==> src/rtl/lsu_mem_master.sv <==
// Load/store initiator: validates a core request, then runs one exec/busy/fin
// handshake with the word-array responder and reports data or an error code.
module lsu_mem_master #(
  parameter int TIMEOUT_CYCLES = 16,
  parameter int ADDR_W         = 32
) (
  input  logic              i_clk,
  input  logic              i_reset_n,
  input  logic              i_req,
  input  logic              i_we,
  input  logic [2:0]        i_funct3,
  input  logic [ADDR_W-1:0] i_addr,
  input  logic [31:0]       i_wdata,
  output logic              o_ready,
  output logic              o_valid,
  output logic [31:0]       o_rdata,
  output logic              o_err,
  output logic [1:0]        o_err_code,
  output logic              o_mem_exec,
  output logic              o_mem_we,
  output logic [2:0]        o_mem_sel,
  output logic [ADDR_W-1:0] o_mem_addr,
  output logic [31:0]       o_mem_data,
  input  logic [31:0]       i_mem_data,
  input  logic              i_mem_fin,
  input  logic              i_mem_busy
);

  localparam int CNT_W = (TIMEOUT_CYCLES > 2) ? $clog2(TIMEOUT_CYCLES) : 1;
  localparam logic [CNT_W-1:0] CNT_LAST = CNT_W'(TIMEOUT_CYCLES - 1);

  typedef enum logic [1:0] {
    S_IDLE,
    S_ISSUE,
    S_RELEASE,
    S_ERR
  } state_t;

  state_t           state;
  logic [CNT_W-1:0] count;
  logic             seen_busy;
  logic             f3_illegal;
  logic             misaligned;
  logic             fin_ok;

  always_comb begin
    f3_illegal = (i_funct3 == 3'b011) || (i_funct3 == 3'b110) ||
                 (i_funct3 == 3'b111) || (i_we && i_funct3[2]);
    misaligned = ((i_funct3[1:0] == 2'b01) && i_addr[0]) ||
                 ((i_funct3[1:0] == 2'b10) && (i_addr[1:0] != 2'b00));
  end

  // A fin is only trusted once busy has been seen, so a leftover fin from an
  // earlier access cannot complete a new one.
  assign fin_ok = i_mem_fin && seen_busy;

  always_ff @(posedge i_clk or negedge i_reset_n) begin
    if (!i_reset_n) begin
      state      <= S_IDLE;
      count      <= '0;
      seen_busy  <= 1'b0;
      o_ready    <= 1'b1;
      o_valid    <= 1'b0;
      o_rdata    <= 32'h0;
      o_err      <= 1'b0;
      o_err_code <= 2'b00;
      o_mem_exec <= 1'b0;
      o_mem_we   <= 1'b0;
      o_mem_sel  <= 3'b000;
      o_mem_addr <= '0;
      o_mem_data <= 32'h0;
    end else begin
      o_valid    <= 1'b0;
      o_err      <= 1'b0;
      o_err_code <= 2'b00;
      case (state)
        S_IDLE: begin
          if (i_req && o_ready) begin
            o_mem_we   <= i_we;
            o_mem_sel  <= i_funct3;
            o_mem_addr <= i_addr;
            o_mem_data <= i_wdata;
            o_ready    <= 1'b0;
            if (f3_illegal || misaligned) begin
              state      <= S_ERR;
              o_valid    <= 1'b1;
              o_err      <= 1'b1;
              o_err_code <= f3_illegal ? 2'b10 : 2'b01;
              o_rdata    <= 32'h0;
            end else begin
              state      <= S_ISSUE;
              count      <= '0;
              seen_busy  <= 1'b0;
              o_mem_exec <= 1'b1;
            end
          end
        end
        S_ISSUE: begin
          if (i_mem_busy) seen_busy <= 1'b1;
          if (fin_ok) begin
            state   <= S_RELEASE;
            o_valid <= 1'b1;
            o_rdata <= o_mem_we ? 32'h0 : i_mem_data;
          end else if (count == CNT_LAST) begin
            state      <= S_IDLE;
            o_ready    <= 1'b1;
            o_mem_exec <= 1'b0;
            o_valid    <= 1'b1;
            o_err      <= 1'b1;
            o_err_code <= 2'b11;
            o_rdata    <= 32'h0;
          end else begin
            count <= count + 1'b1;
          end
        end
        // Exec stays high for this one cycle so the responder can drop fin/busy.
        S_RELEASE: begin
          state      <= S_IDLE;
          o_ready    <= 1'b1;
          o_mem_exec <= 1'b0;
        end
        S_ERR: begin
          state   <= S_IDLE;
          o_ready <= 1'b1;
        end
        default: begin
          state      <= S_IDLE;
          o_ready    <= 1'b1;
          o_mem_exec <= 1'b0;
        end
      endcase
    end
  end

endmodule

==> config.mk <==
export PLATFORM = sky130hd
export DESIGN_NAME = lsu_mem_master
export DESIGN_NICKNAME = d
export VERILOG_FILES = /design/src/rtl/lsu_mem_master.sv
export SDC_FILE = /design/constraint.sdc
export NUM_CORES = 1
export LEC_CHECK = 0
export ABC_CLOCK_PERIOD_IN_PS = 2100
export BUFFER_PORTS_ARGS = -buffer_cell sky130_fd_sc_hd__buf_2
export CORE_ASPECT_RATIO = 1.1
export CORE_UTILIZATION = 45
export CTS_CLUSTER_DIAMETER = 200
export DETAILED_ROUTE_END_ITERATION = 10
export HOLD_SLACK_MARGIN = 0.15
export PLACE_DENSITY_LB_ADDON = 0.25
export SLEW_MARGIN = 20
export SYNTH_ARGS = -nofsm -noshare
export SYNTH_HDL_FRONTEND = slang
export SYNTH_SLANG_ARGS = --single-unit
==> constraint.sdc <==
create_clock -name i_clk -period 2.1 [get_ports i_clk]
set_clock_uncertainty 0.05 [all_clocks]
set_input_delay 0.21 -clock i_clk [delete_from_list [all_inputs] [get_ports i_clk]]
set_output_delay 0.21 -clock i_clk [all_outputs]
set_load 0.005 [all_outputs]
==> impl_metrics.yaml <==
outcome:
  status: "completed"
finish:
  diodes: 0
  fillers: 602
  drive_above_1_share_pct: 33.42
  area_growth_pct: 62.76
  nets: 875
  fin_cells: 895
clocking:
  cts.sink_count: 113
  clockBufferDepth: 2
  clk_pin_slew_ns: 0.06
  cts_buffers: 17
  clkLatencyLatePin_ns: 0.50
  htreeDepth: 4
  ctsHoldBuffers: 105
  cts_tree: "built"
  cts-resized-gates: 0
  cts-root-buf: "clkbuf_8"
  post-cts-setup-buffers: 0
detailed_routing:
  final_antenna_net_count: 0
  wirelength_mm: 13.87
  vias: 4478
  wl_met3_mm: 1.022
  viasPerCell: 5.003
  routed.top_layer: "met4"
  met2_length_mm: 7.033
  wl_per_cell_um: 15.50
  drt_first_pass_iters: 4
  m1WireLength_mm: 5.514
  first_iter_violations: 250
  drc: 0
floorplanning:
  initial_core_util_pct: 47.18
  die_area_um2: 10400
  core_um2: 9537
  rows: 37
  die_w_um: 97.34
  die_y_um: 106.9
  io_pins: 211
min_path:
  worstHoldPathType: "input pin to async pin"
global_route:
  antenna_found_initial: 0
  grt-ovfl-total: 0
  grt_use_total_pct: 27.93
  grt_pass1_vias: 4677
  grt_pass1_wl_mm: 22.71
  grt_max_degree: 72
sta:
  min_period_over_period_pct: 90.92
  max_freq_mhz: 523.8
  drv_slew: 0
  hold_viol: 0
  fin_crit_ns: 1.909
  rsz0062_at_grt: "false"
  slew_headroom_pct: 58.87
  setup_viol: 0
  tightest_slew_ns: 0.6169
  setup_tns_ns: 0
yosys:
  seq_area_frac_synth_pct: 62.88
  synth-edff-count: 0
  avgSynthCellArea_um2: 10.07
  synth_top_cell_by_area: "dfrtp_1"
  synth_ff_type: "dfrtp_1"
  yosys_register_bits: 113
  synthCells: 447
  yosys-top-cells-area: "dfrtp_1, nand2_1, a22o_1"
  ys_warn_count: 0
  yosysUniqueCellTypes: 42
  synth_common_cells: "nand2_1, dfrtp_1, a22o_1"
  syn_area_um2: 4499
  synth_most_common_cell: "nand2_1"
  syn-num-nets: 556
  synth_top_area_share_pct: 62.29
  synthArstFlopShare_pct: 100.0
power:
  power.leakage_nw: 4.272
  peakVddDrop_uv: 474.0
  power_density_nw_per_um2: 725.9
flow_run:
  maxCapViolations: 0
setup_path:
  worst-path-max-fanout: 32
  critical_path_required_ns: 2.48
  end_kind: "flop"
  start_kind: "flop"
  cp.arrival_ns: 2.29
  crit_type: "flop to flop"
placed_design:
  dp_cells: 759
  hpwlAfterDp_mm: 8.172
  io_buffers: 210
  routabilityCongestion: 0.8815
==> power breakdown <==
group	internal, W	total (W)	switching, W	leakage [nW]
sequential	0.00218	0.00218	0	1.57
clock	0.00185	0.00280	0.000954	0.282
combinational	0.000210	0.000334	0.000124	2.42
total	0.00424	0.00532	0.00108	4.27
==> per-layer routing <==
layer  track usage, %  vias up
li1                 -     2106
met1            32.43     2133
met2            48.19      213
met3            8.996       26
met4            11.03        0
met5                0        -
==> layout by cell type (no fill, tap or decap), drive strengths merged, types with 2 or more instances in the layout <==
master       instances
a211o                2
a21oi                6
a22o                33
and3                 2
buf                220
bufinv               3
clkbuf              20
clkinv               5
clkinvlp             3
dfrtp              112
dlygate4sd3        104
ha                   4
inv                  5
mux2i                2
nand2              217
nand2b               2
nand3                4
nor2                 6
o211ai               2
o21ai                7
==> critical path, cell delays in order (launching register included) <==
cell and delay [ns]:
dfrtp_1 0.40, ha_1 0.26, a32oi_1 0.38, nand2_1 0.12, o21ai_2 0.08, buf_4 0.33
a22o_1 0.22
==> state kept, by name, indices dropped and copies added (netlist names) <==
signal,flops
o_valid,1
o_err_code,2
o_mem_data,32
o_ready,1
o_mem_exec,1
count,4
o_mem_we,1
state,2
o_rdata,32
seen_busy,1
o_mem_addr,32
o_mem_sel,3
o_err,1
==> cell type report <==
type                    count  area [um^2]  area share (%)
flip-flops and latches    113         2829           38.63
repair buffers            324         2220           30.31
multi-input cells         305         1526           20.84
clock buffers              20        445.4           6.082
well taps                 117        146.4           1.999
clock inverters            11        137.6           1.879
inverters                   5        18.77          0.2563
==> stage by stage <==
| stage | util, % | cell area [um^2] | hold WS [ns] | power, W | worst slack [ns] |
|---|---|---|---|---|---|
| 2_1_floorplan | - | 4499 | -0.1356 | 0.002234 | 0.2226 |
| 3_3_place_gp | 59.55 | 5679 | 0.08965 | 0.002387 | 0.3069 |
| 3_5_place_dp | 59.55 | 5679 | 0.09660 | 0.002387 | 0.2413 |
| 4_1_cts | 76.79 | 7323 | 0.1844 | 0.005356 | 0.2249 |
| 5_1_grt | 76.79 | 7323 | 0.2120 | 0.005502 | 0.09166 |
| 6_report | 76.79 | 7323 | 0.2190 | 0.005316 | 0.1908 |
==> cells by family (layout without fill, tap and decap cells) <==
group                    count (synthesis)  in the layout  share of synthesized area (%)
AO/OA/AOI/OAI                           60             60                          11.01
adder cells (fa/ha/maj)                  4              4                          1.112
buffers and inverters                   29            360                          3.309
flip-flops                             113            113                          62.88
multiplexers                             3              3                         0.7786
AND/OR/NAND/NOR                        238            238                          20.91
==> worst paths after layout <==
check / start / to / slack, ns / cells past startpoint
max in group asynchronous: i_reset_n / o_mem_data[19] / 1.40 / 3
hold / removal: i_reset_n / o_mem_addr[6] / 0.22 / 3
hold reg to reg: o_mem_addr[12] / o_mem_addr[12] / 0.42 / 2
setup / recovery: count[0] / o_rdata[31] / 0.19 / 6
setup reg to reg: count[0] / o_rdata[31] / 0.19 / 6
min in group i_clk: i_wdata[25] / o_mem_data[25] / 0.38 / 4
No activity file was read; power rests on OpenSTA's default activity.
